`config.mk`:
```
export PLATFORM = sky130hd
export DESIGN_NAME = dmem_arbiter
export DESIGN_NICKNAME = d
export VERILOG_FILES = /design/src/rtl/dmem_arbiter_pkg.sv /design/src/rtl/dmem_arbiter_rr_arb2.sv /design/src/rtl/dmem_arbiter.sv
export SDC_FILE = /design/constraint.sdc
export NUM_CORES = 1
export LEC_CHECK = 0
export CAP_MARGIN = 30
export CORE_AREA = 2 2 119 121
export DETAILED_ROUTE_END_ITERATION = 10
export DIE_AREA = 0 0 121 123
export PLACE_DENSITY = 0.82
export SETUP_SLACK_MARGIN = 0.05
export SLEW_MARGIN = 30
export SYNTH_ARGS = -nofsm -noshare
export SYNTH_HDL_FRONTEND = slang
export SYNTH_HIERARCHICAL = 1
export SYNTH_SLANG_ARGS = --single-unit
export TNS_END_PERCENT = 30
```
`constraint.sdc`:
```
create_clock -name clk -period 1.95 [get_ports clk]
set_input_delay 0.39 -clock clk [delete_from_list [all_inputs] [get_ports clk]]
set_output_delay 0.39 -clock clk [all_outputs]
set_load 0.01 [all_outputs]
```
`src/rtl/dmem_arbiter_pkg.sv`:
```
// Shared types and constants for the data-memory arbiter.
package dmem_arbiter_pkg;

  localparam int unsigned BYTE_W   = 8;
  localparam int unsigned REGION_W = 4;

  // Transaction sequencer states (3-bit encoding).
  typedef enum logic [2:0] {
    ST_IDLE  = 3'd0,
    ST_RD    = 3'd1,
    ST_WR    = 3'd2,
    ST_MERGE = 3'd3,
    ST_RESP  = 3'd4
  } state_e;

endpackage

```
`src/rtl/dmem_arbiter_rr_arb2.sv`:
```
// Two-requester round-robin picker; remembers the last winner so a tie
// always goes to the other master.
module rr_arb2 (
  input  logic       clk,
  input  logic       rst_n,
  input  logic [1:0] req_i,
  input  logic       advance_i,
  output logic [1:0] grant_o
);

  logic rr_last_q;
  logic rr_last_d;

  // Pick a winner; on a tie prefer the master that did not win last time.
  always_comb begin
    grant_o   = 2'b00;
    rr_last_d = rr_last_q;
    case (req_i)
      2'b01:   grant_o = 2'b01;
      2'b10:   grant_o = 2'b10;
      2'b11:   grant_o = rr_last_q ? 2'b01 : 2'b10;
      default: grant_o = 2'b00;
    endcase
    if (advance_i && (|grant_o)) begin
      rr_last_d = grant_o[1];
    end
  end

  // Last-winner register; resets to master 1 so master 0 wins the first tie.
  always_ff @(posedge clk) begin
    if (!rst_n) begin
      rr_last_q <= 1'b1;
    end else begin
      rr_last_q <= rr_last_d;
    end
  end

endmodule

```
`src/rtl/dmem_arbiter.sv`:
```
// Data-RAM arbiter: round-robin between core (m0) and debug/DMA (m1),
// sequencing loads, full stores and locked read-modify-write partial stores.
module dmem_arbiter
  import dmem_arbiter_pkg::*;
#(
  parameter int unsigned         ADDR_W     = 32,
  parameter int unsigned         DATA_W     = 32,
  parameter logic [REGION_W-1:0] RAM_REGION = 4'h0
) (
  input  logic                clk,
  input  logic                rst_n,
  input  logic                m0_req_i,
  input  logic                m0_we_i,
  input  logic [ADDR_W-1:0]   m0_addr_i,
  input  logic [DATA_W/8-1:0] m0_be_i,
  input  logic [DATA_W-1:0]   m0_wdata_i,
  output logic                m0_gnt_o,
  output logic                m0_rsp_valid_o,
  output logic                m0_rsp_err_o,
  output logic [DATA_W-1:0]   m0_rdata_o,
  input  logic                m1_req_i,
  input  logic                m1_we_i,
  input  logic [ADDR_W-1:0]   m1_addr_i,
  input  logic [DATA_W/8-1:0] m1_be_i,
  input  logic [DATA_W-1:0]   m1_wdata_i,
  output logic                m1_gnt_o,
  output logic                m1_rsp_valid_o,
  output logic                m1_rsp_err_o,
  output logic [DATA_W-1:0]   m1_rdata_o,
  output logic                mem_req_o,
  output logic                mem_we_o,
  output logic [ADDR_W-1:0]   mem_addr_o,
  output logic [DATA_W-1:0]   mem_wdata_o,
  input  logic [DATA_W-1:0]   mem_rdata_i,
  output logic                core_hold_o
);

  localparam int unsigned BE_W = DATA_W / BYTE_W;

  state_e              state_q, state_d;
  logic                id_q;
  logic                we_q;
  logic                err_q;
  logic [ADDR_W-3:0]   word_q;
  logic [BE_W-1:0]     be_q;
  logic [DATA_W-1:0]   wdata_q;

  logic [1:0]          grant;
  logic                advance;
  logic                sel_id;
  logic                sel_we;
  logic                sel_err;
  logic [ADDR_W-1:0]   sel_addr;
  logic [BE_W-1:0]     sel_be;
  logic [DATA_W-1:0]   sel_wdata;
  logic [ADDR_W-1:0]   word_addr;
  logic [DATA_W-1:0]   merged_data;
  logic                unused_addr_lsb;

  // Requests only count in IDLE and never while reset is held, so a grant
  // can never be issued for a transaction that reset would discard.
  assign advance = (state_q == ST_IDLE) && (m0_req_i || m1_req_i) && rst_n;

  rr_arb2 u_arb (
    .clk       (clk),
    .rst_n     (rst_n),
    .req_i     ({m1_req_i, m0_req_i}),
    .advance_i (advance),
    .grant_o   (grant)
  );

  assign sel_id    = grant[1];
  assign sel_we    = sel_id ? m1_we_i    : m0_we_i;
  assign sel_addr  = sel_id ? m1_addr_i  : m0_addr_i;
  assign sel_be    = sel_id ? m1_be_i    : m0_be_i;
  assign sel_wdata = sel_id ? m1_wdata_i : m0_wdata_i;
  assign sel_err   = (sel_addr[ADDR_W-1 -: REGION_W] != RAM_REGION);

  // The RAM is word-addressed; the byte offset is carried by the enables.
  assign word_addr       = {word_q, 2'b00};
  assign unused_addr_lsb = ^{m0_addr_i[1:0], m1_addr_i[1:0]};

  // Byte lanes for the write half of a read-modify-write.
  for (genvar gi = 0; gi < BE_W; gi++) begin : g_lane
    assign merged_data[gi*BYTE_W +: BYTE_W] = be_q[gi] ? wdata_q[gi*BYTE_W +: BYTE_W]
                                                       : mem_rdata_i[gi*BYTE_W +: BYTE_W];
  end

  // Capture the winning request's attributes at grant time.
  always_ff @(posedge clk) begin
    if (!rst_n) begin
      id_q    <= 1'b0;
      we_q    <= 1'b0;
      err_q   <= 1'b0;
      word_q  <= '0;
      be_q    <= '0;
      wdata_q <= '0;
    end else if (advance) begin
      id_q    <= sel_id;
      we_q    <= sel_we;
      err_q   <= sel_err;
      word_q  <= sel_addr[ADDR_W-1:2];
      be_q    <= sel_be;
      wdata_q <= sel_wdata;
    end
  end

  // Sequencer state register.
  always_ff @(posedge clk) begin
    if (!rst_n) begin
      state_q <= ST_IDLE;
    end else begin
      state_q <= state_d;
    end
  end

  // Next state and all handshake / RAM outputs decoded from the current state.
  always_comb begin
    state_d        = state_q;
    m0_gnt_o       = 1'b0;
    m1_gnt_o       = 1'b0;
    m0_rsp_valid_o = 1'b0;
    m1_rsp_valid_o = 1'b0;
    m0_rsp_err_o   = 1'b0;
    m1_rsp_err_o   = 1'b0;
    m0_rdata_o     = '0;
    m1_rdata_o     = '0;
    mem_req_o      = 1'b0;
    mem_we_o       = 1'b0;
    mem_addr_o     = '0;
    mem_wdata_o    = '0;
    case (state_q)
      ST_IDLE: begin
        if (advance) begin
          m0_gnt_o = grant[0];
          m1_gnt_o = grant[1];
          if (sel_err) begin
            state_d = ST_RESP;
          end else if (!sel_we || !(&sel_be)) begin
            state_d = ST_RD;
          end else begin
            state_d = ST_WR;
          end
        end
      end
      ST_RD: begin
        mem_req_o  = 1'b1;
        mem_addr_o = word_addr;
        state_d    = we_q ? ST_MERGE : ST_RESP;
      end
      ST_MERGE: begin
        mem_req_o   = 1'b1;
        mem_we_o    = 1'b1;
        mem_addr_o  = word_addr;
        mem_wdata_o = merged_data;
        state_d     = ST_RESP;
      end
      ST_WR: begin
        mem_req_o   = 1'b1;
        mem_we_o    = 1'b1;
        mem_addr_o  = word_addr;
        mem_wdata_o = wdata_q;
        state_d     = ST_RESP;
      end
      ST_RESP: begin
        if (id_q) begin
          m1_rsp_valid_o = 1'b1;
          m1_rsp_err_o   = err_q;
          m1_rdata_o     = (!we_q && !err_q) ? mem_rdata_i : '0;
        end else begin
          m0_rsp_valid_o = 1'b1;
          m0_rsp_err_o   = err_q;
          m0_rdata_o     = (!we_q && !err_q) ? mem_rdata_i : '0;
        end
        state_d = ST_IDLE;
      end
      default: state_d = ST_IDLE;
    endcase
  end

  assign core_hold_o = m0_req_i & ~m0_rsp_valid_o;

endmodule

```
==> results.md, run 1 <==
- Worst skew pair latency: 0.33 ns
- Global route overflow: 0
- Crit-path max FO: 8
- Fill cells: between 1k and 1.5k
- R2r setup slk: 0.11 ns
- Final min period: around 2.2 ns
- Vias in the first global route: roughly 4.8k
- Synth Warn #: 6
- RePlAce Congestion: slightly below 0.8
- Critical path endpoint: m1_rdata_o[11]
- Util after Layout: 0.637
- Ys async rst share: 0
- RSZ-0062 raised after global routing: yes
- Critical Path RT: about 1.6 ns
- Core Area: roughly 0.014 mm²
- TritonCTS Sinks: 73
- Fin crit share: 1.13
- First-pass GRT wire length: between 20 and 30 mm
- Post-synth cell types: 31
- CP Capture Type: output pin
- Initial antenna violation count: 0
- CTS tree: built
- Failing checks: negative setup slack
- Worst r2r src: state_q[0]
- Final HPWL DP: between 10 and 15 mm
- Cell count after synthesis: about 530
- Mapped cell area: around 0.0047 mm²
- Kind of critical path: reg2out
- Nets: ~1.0k
- Port buffer count: between 300 and 400
- Via-to-Cell Ratio: slightly below 5
- Reg2reg path depth: 7
- GRT Overall Usage: 0.218
- Placed cell area: 0.00811 mm²
- Root Driver: clkbuf_16
- Post-synth EDFFs: 0
- Die Y: 123 µm
- Outcome: finished with violations
- Setup violations, final: 72
- # diodes: 0
- Total power: about 4700 µW
- Syn avg cell area: 8.78 µm²
- Cts bufs inserted: 9
- Max-cap violations: 0
- Commonest non-fill, non-tap cell in the layout: clkdlybuf4s50_1
- Ports: about 310
- Clk buf depth: 2
- Worst Skew: around 0.0058 ns
- Crit. Startpoint: state_q[0]
- Final hold vios: 0
- Hold buffers post-CTS: 0
- Most used DFF post-synth: dfxtp_1
- Layout cells sized above 1: 0.346
- Sequential area share after synthesis: 0.312
- First DRT Iteration DRCs: around 200
- Antenna viol nets, final: 0
- Starting Density: 0.344
- M1 GR Usage: 0.249
- Place WS: -0.461 ns
- GR Util met3: 0.0641
- Power per cell area: roughly 540 mW/mm²
- GR Util met2: 0.399
- Wirelength per Cell: ~17 µm
- DRT Pass-1 Iters: 4
- Highest-count cells in the layout ignoring fill and taps: clkdlybuf4s50_1, nor2_1, mux2i_1
- FMAX: between 400 and 500 MHz
- Worst reg2reg path endpoint: word_q[1]
- Die X: approximately 120 µm
- Startpoint Class: flip-flop
- Synth-to-layout area growth: 85.0%
- CTS HTree Levels: 3
- Max Transition Viols Final: 0
- Final WL: about 18 mm
- Clk slew on worst S/H paths: roughly 0.060 ns
- Arrival time worst endpoint: 1.82 ns
- Post-route cell area: slightly below 0.009 mm²
- Hold Crit Class: reg2reg
- Worst vdd ir: roughly 0.00039 V
- Pin count of the biggest net entering global routing: 67
- Setup ws final: -0.257 ns
- Static leakage: between 0.003 and 0.004 µW
- Global routing's busiest layer: met2
- Placement Rows: between 40 and 50
- DIE AREA: between 0.01 and 0.015 mm²
- Vias post-DR: between 5k and 6k
- Yosys reg bits: 73
- Residual DRC: 0
-- synth_stat cells, types with 3 or more instances --
cell	n	area [µm²]
nand2_1	3	11.3
a211oi_2	40	500
nor2b_1	6	37.5
nand2b_1	4	25.0
dfxtp_1	73	1460
nor4_1	3	18.8
and2_1	98	613
buf_2	22	110
nor2_1	106	398
a211oi_1	26	195
buf_4	8	60.1
a21oi_1	3	15.0
clkbuf_1	20	75.1
mux2i_1	101	1010
-- power breakdown --
part	internal (µW)	total (µW)	switching, µW
logic	737	1310	570
registers	1620	1700	78.2
clock network	1050	1660	606
total	3420	4670	1250
-- timing repair --
| item | in CTS | in global routing |
|---|---|---|
| setup buffers | 10 | 18 |
| pin swaps | 15 | 21 |
| gates resized for setup | 360 | 234 |
| endpoints found under the setup margin | 147 | 149 |
| gates cloned | 3 | 3 |
-- stage by stage --
step / hold slack (ns) / instances / TNS [ns]
after floorplan: 0.449 / 535 / 0
after global placement: 0.485 / 1007 / -29.95
after detailed placement: 0.487 / 1007 / -31.24
after CTS: 0.495 / 1035 / -19.46
after global routing: 0.519 / 1053 / -19.64
final: 0.492 / 1053 / -12.61
-- critical path: stages, from the launching register on --
cell and delay [ns]:
dfxtp_4 0.35, nor2_4 0.10, and3_4 0.19, nor3b_4 0.22
buf_6 0.14, buf_8 0.13, buf_6 0.10, and2_4 0.15
buf_6 0.10
-- sequential cells by signal (all words and copies together), names as in the netlist --
signal	cells
err_q	1
u_arb/rr_last_q	1
word_q	30
wdata_q	32
state_q	3
be_q	4
id_q	1
we_q	1
-- metal layers --
metal / routed length (µm) / up-vias
li1: - / 2521
met1: 7140 / 2357
met2: 9140 / 204
met3: 1420 / 24
met4: 257 / 0
met5: 0 / -
-- layout make-up --
type                            count  area (µm²)  area share
Tap cell                          180         225      0.0260
Sequential cell                    73        1470       0.170
Multi-Input combinational cell    409        3190       0.367
Clock inverter                      2        37.5     0.00433
Inverter                            3        12.5     0.00144
Clock buffer                       13         260      0.0300
Timing Repair Buffer              373        3480       0.401
-- cells by family (layout without fill, tap and decap cells) --
group / Yosys count / in the layout / share of synthesized area
AND/OR/NAND/NOR: 229 / 229 / 0.252
multiplexers: 101 / 101 / 0.216
AO/OA/AOI/OAI: 77 / 77 / 0.165
flip-flops: 73 / 73 / 0.312
buffers and inverters: 53 / 391 / 0.0547
other: 1 / 2 / 0.000800
-- worst min path at each step --
stage                            endpoint         from  depth (start not counted)
after floorplan           u_arb/rr_last_q        rst_n                          1
after global placement          word_q[1]    word_q[1]                          2
after detailed placement        word_q[0]    word_q[0]                          2
after CTS                       word_q[0]    word_q[0]                          2
after global routing          wdata_q[16]  wdata_q[16]                          2
final                         wdata_q[24]  wdata_q[24]                          2
No activity file was read; power rests on OpenSTA's default activity.
==> run 2: changes to the inputs <==
--- a/config.mk
+++ b/config.mk
@@ -6,14 +6,13 @@
 export NUM_CORES = 1
 export LEC_CHECK = 0
 export CAP_MARGIN = 30
-export CORE_AREA = 2 2 119 121
+export CORE_MARGIN = 2
+export CORE_UTILIZATION = 30
 export DETAILED_ROUTE_END_ITERATION = 10
-export DIE_AREA = 0 0 121 123
-export PLACE_DENSITY = 0.82
+export PLACE_DENSITY = 0.73
 export SETUP_SLACK_MARGIN = 0.05
 export SLEW_MARGIN = 30
 export SYNTH_ARGS = -nofsm -noshare
 export SYNTH_HDL_FRONTEND = slang
 export SYNTH_HIERARCHICAL = 1
 export SYNTH_SLANG_ARGS = --single-unit
-export TNS_END_PERCENT = 30
==> run 2 against run 1 <==
The run still ends with negative setup slack left. Power increased by 1.8%. Sequential power hardly changed. Register-to-register slack better by 0.02 ns. First-iteration DRC count decreased by 23%. Clock power decreased by 6%. Global-route usage decreased by 1.1 points. Fmax grew 2.6%. Routed wire length is 6.8% higher. Utilization down 1.4 points. Clock-buffer cell count stayed put. Design area increased by 9.7%. Highest routed layer unchanged.
==> results.md, run 2 (synthesized netlist as in run 1, its figures left out) <==
- RSZ-0062 raised after global routing: yes
- Port buffer count: 304 (unchanged)
- Die X: 129 µm (+6.6%)
- Final hold vios: 0 (unchanged)
- Hold depth: 2 (unchanged)
- Highest-count cells in the layout ignoring fill and taps: clkdlybuf4s50_1, buf_6, nor2_1
- Antenna viol nets, final: 0 (unchanged)
- Worst vdd ir: 0.000364 V (-7.4%)
- Switch share: 0.278 (+0.00987)
- Hold Crit Start: wdata_q[20]
- TritonCTS Sinks: 73 (unchanged)
- Hold Crit Class: reg2reg
- Vias post-DR: 5201 (+1.9%)
- Post-Layout Cell Count: 1122 (+6.6%)
- Power per cell area: 500 mW/mm² (-7.2%)
- # diodes: 0 (unchanged)
- GRT Overall Usage: 0.207 (-0.0113)
- Setup violations, final: 111 (+54%)
- Vias in the first global route: 4822 (-0.29%)
- Worst reg2reg path endpoint: wdata_q[14]
- Switch Pwr: 1320 µW (+5.5%)
- Via-to-Cell Ratio: 4.64 (-4.4%)
- Nets: 1080 (+3.5%)
- Clk buf depth: 2 (unchanged)
- Max Transition Viols Final: 0 (unchanged)
- Ports: 311 (unchanged)
- Setup TNS: -10.64 ns (+1.96 ns)
- Seq pwr share: 0.358 (-0.007)
- Worst skew pair latency: 0.34 ns (about the same)
- Commonest non-fill, non-tap cell in the layout: clkdlybuf4s50_1
- Max reg flops: 32 (unchanged)
- Place WS: -0.485 ns (-0.0233 ns)
- Final min period: 2.15 ns (-0.0564 ns)
- Static leakage: 0.00399 µW (+5.5%)
- Worst Skew: 0.00631 ns (+0.000544 ns)
- Crit-path max FO: 7 (-1)
- Wirelength per Cell: 17.1 µm (+0.25%)
- Placement Rows: 45 (+4.7%)
- Synth-to-layout area growth: 103%
- DRT Pass-1 Iters: 4 (unchanged)
- P_int: 3430 µW (+0.38%)
- FMAX: 465 MHz (+2.6%)
- Largest Register: wdata_q
- Pin count of the biggest net entering global routing: 44 (-34%)
- R2r setup slk: 0.13 ns (+0.02 ns)
- Biggest regs: wdata_q: 32 flops, word_q: 30 flops, be_q: 4 flops
- CTS HTree Levels: 3 (unchanged)
- Worst r2r src: state_q[0]
- Residual DRC: 0 (unchanged)
- First-pass GRT wire length: 26.4 mm (+3.9%)
- Failing checks: negative setup slack
- WHS Endpoint: wdata_q[20]
- Fill cells: 1338 (+17%)
- FF+latch area: 0.00147 mm² (-0.17%)
- RePlAce Congestion: 0.813 (+2.6%)
- Startpoint Class: flip-flop
- Die Y: 129 µm (+4.9%)
- Gate power share: 0.313 (+0.033)
- Setup ws final: -0.200 ns (+0.0564 ns)
- Max-cap violations: 0 (unchanged)
- Cts bufs inserted: 9 (unchanged)
- Reg2reg path depth: 8 (+1)
- Worst hold slack: 0.497 ns (+0.00520 ns)
- Outcome: finished with violations
- Layout cells sized above 1: 0.440 (+0.0942)
- DP Cell Count: 1045 (+3.8%)
- Arrival time worst endpoint: 1.76 ns (-0.06 ns)
- Clk slew on worst S/H paths: 0.06 ns (about the same)
- Final HPWL DP: 12.6 mm (+2.0%)
- First DRT Iteration DRCs: 152 (-23%)
- Starting Density: 0.307 (-0.0372)
- Area of the multi-input gates: 0.00331 mm² (+4.0%)
- CTS tree: built
- Critical Path RT: 1.56 ns (about the same)
- Clock share of power: 0.329 (-0.027)
- Hold buffers post-CTS: 0 (unchanged)
- Global route overflow: 0 (unchanged)
- CP Capture Type: output pin
- Kind of critical path: reg2out
- Initial antenna violation count: 0 (unchanged)
- DIE AREA: 0.0166 mm² (+12%)
- Root Driver: clkbuf_16
- Final WL: 19.2 mm (+6.8%)
- Fin crit share: 1.10 (-0.0289)
- Core Area: 0.0153 mm² (+12%)
[run 2: cell types whose count changed in the layout (fill, tap and decap cells not counted), sizes merged]
cell and change:
buf +61, clkbuf -11, clkdlybuf4s15 -2, clkinvlp -1, clkinv +3, dlygate4sd2 +1, clkdlybuf4s50 -3, bufinv -1
dlymetal6s2s -9
[run 2: layout make-up]
class                   count  area share
inverters                   3     0.00132
well taps                 211      0.0278
repair buffers            410       0.439
multi-input cells         409       0.349
clock buffers              13      0.0274
flip-flops and latches     73       0.154
clock inverters             3     0.00158
[run 2: worst max-delay path, stage by stage (launching register included)]
cell	delay [ns]
dfxtp_4	0.36
nor2_4	0.11
and3_4	0.19
nor3b_4	0.22
buf_6	0.17
buf_12	0.13
and2_4	0.14
buf_6	0.09
[run 2: power groups by stage]
stage	Sequential, µW	Clock [µW]	Combinational, µW
after floorplan	1710	0	609
after global placement	1720	0	1230
after detailed placement	1720	0	1240
after CTS	1690	1610	1330
after global routing	1720	1660	1590
final	1700	1560	1490
[run 2: worst max path at each step]
stage | startpoint | to | slack [ns] | depth (start not counted)
floorplan | m1_req_i | m1_gnt_o | 0.13 | 5
global placement | m0_req_i | m1_gnt_o | -0.40 | 5
detailed placement | m1_req_i | state_q[1] | -0.48 | 8
CTS | state_q[1] | m1_rdata_o[8] | -0.21 | 7
global route | state_q[0] | m1_rdata_o[8] | -0.28 | 7
finish | state_q[0] | m1_rdata_o[8] | -0.20 | 7
[run 2: stage by stage]
stage           util  instance area, µm²  power [µW]
4_1_cts        0.577                8810        4640
3_5_place_dp   0.538                8210        2970
6_report       0.623                9510        4750
5_1_grt        0.623                9510        4970
2_1_floorplan      -                4690        2310
3_3_place_gp   0.538                8210        2950
[run 2: per-layer routing]
layer,share of wire,global-route usage,vias to the layer above
li1,-,-,2592
met1,0.38,0.231,2403
met2,0.53,0.380,181
met3,0.072,0.0599,25
met4,0.017,0.0588,0
met5,0,0,-
[run 2: what timing repair did]
| item | CTS | global route |
|---|---|---|
| setup buffers | 22 | 30 |
| cloned | 7 | 6 |
| pin swaps | 24 | 35 |
| endpoints found under the setup margin | 182 | 177 |
| resized for setup | 475 | 308 |
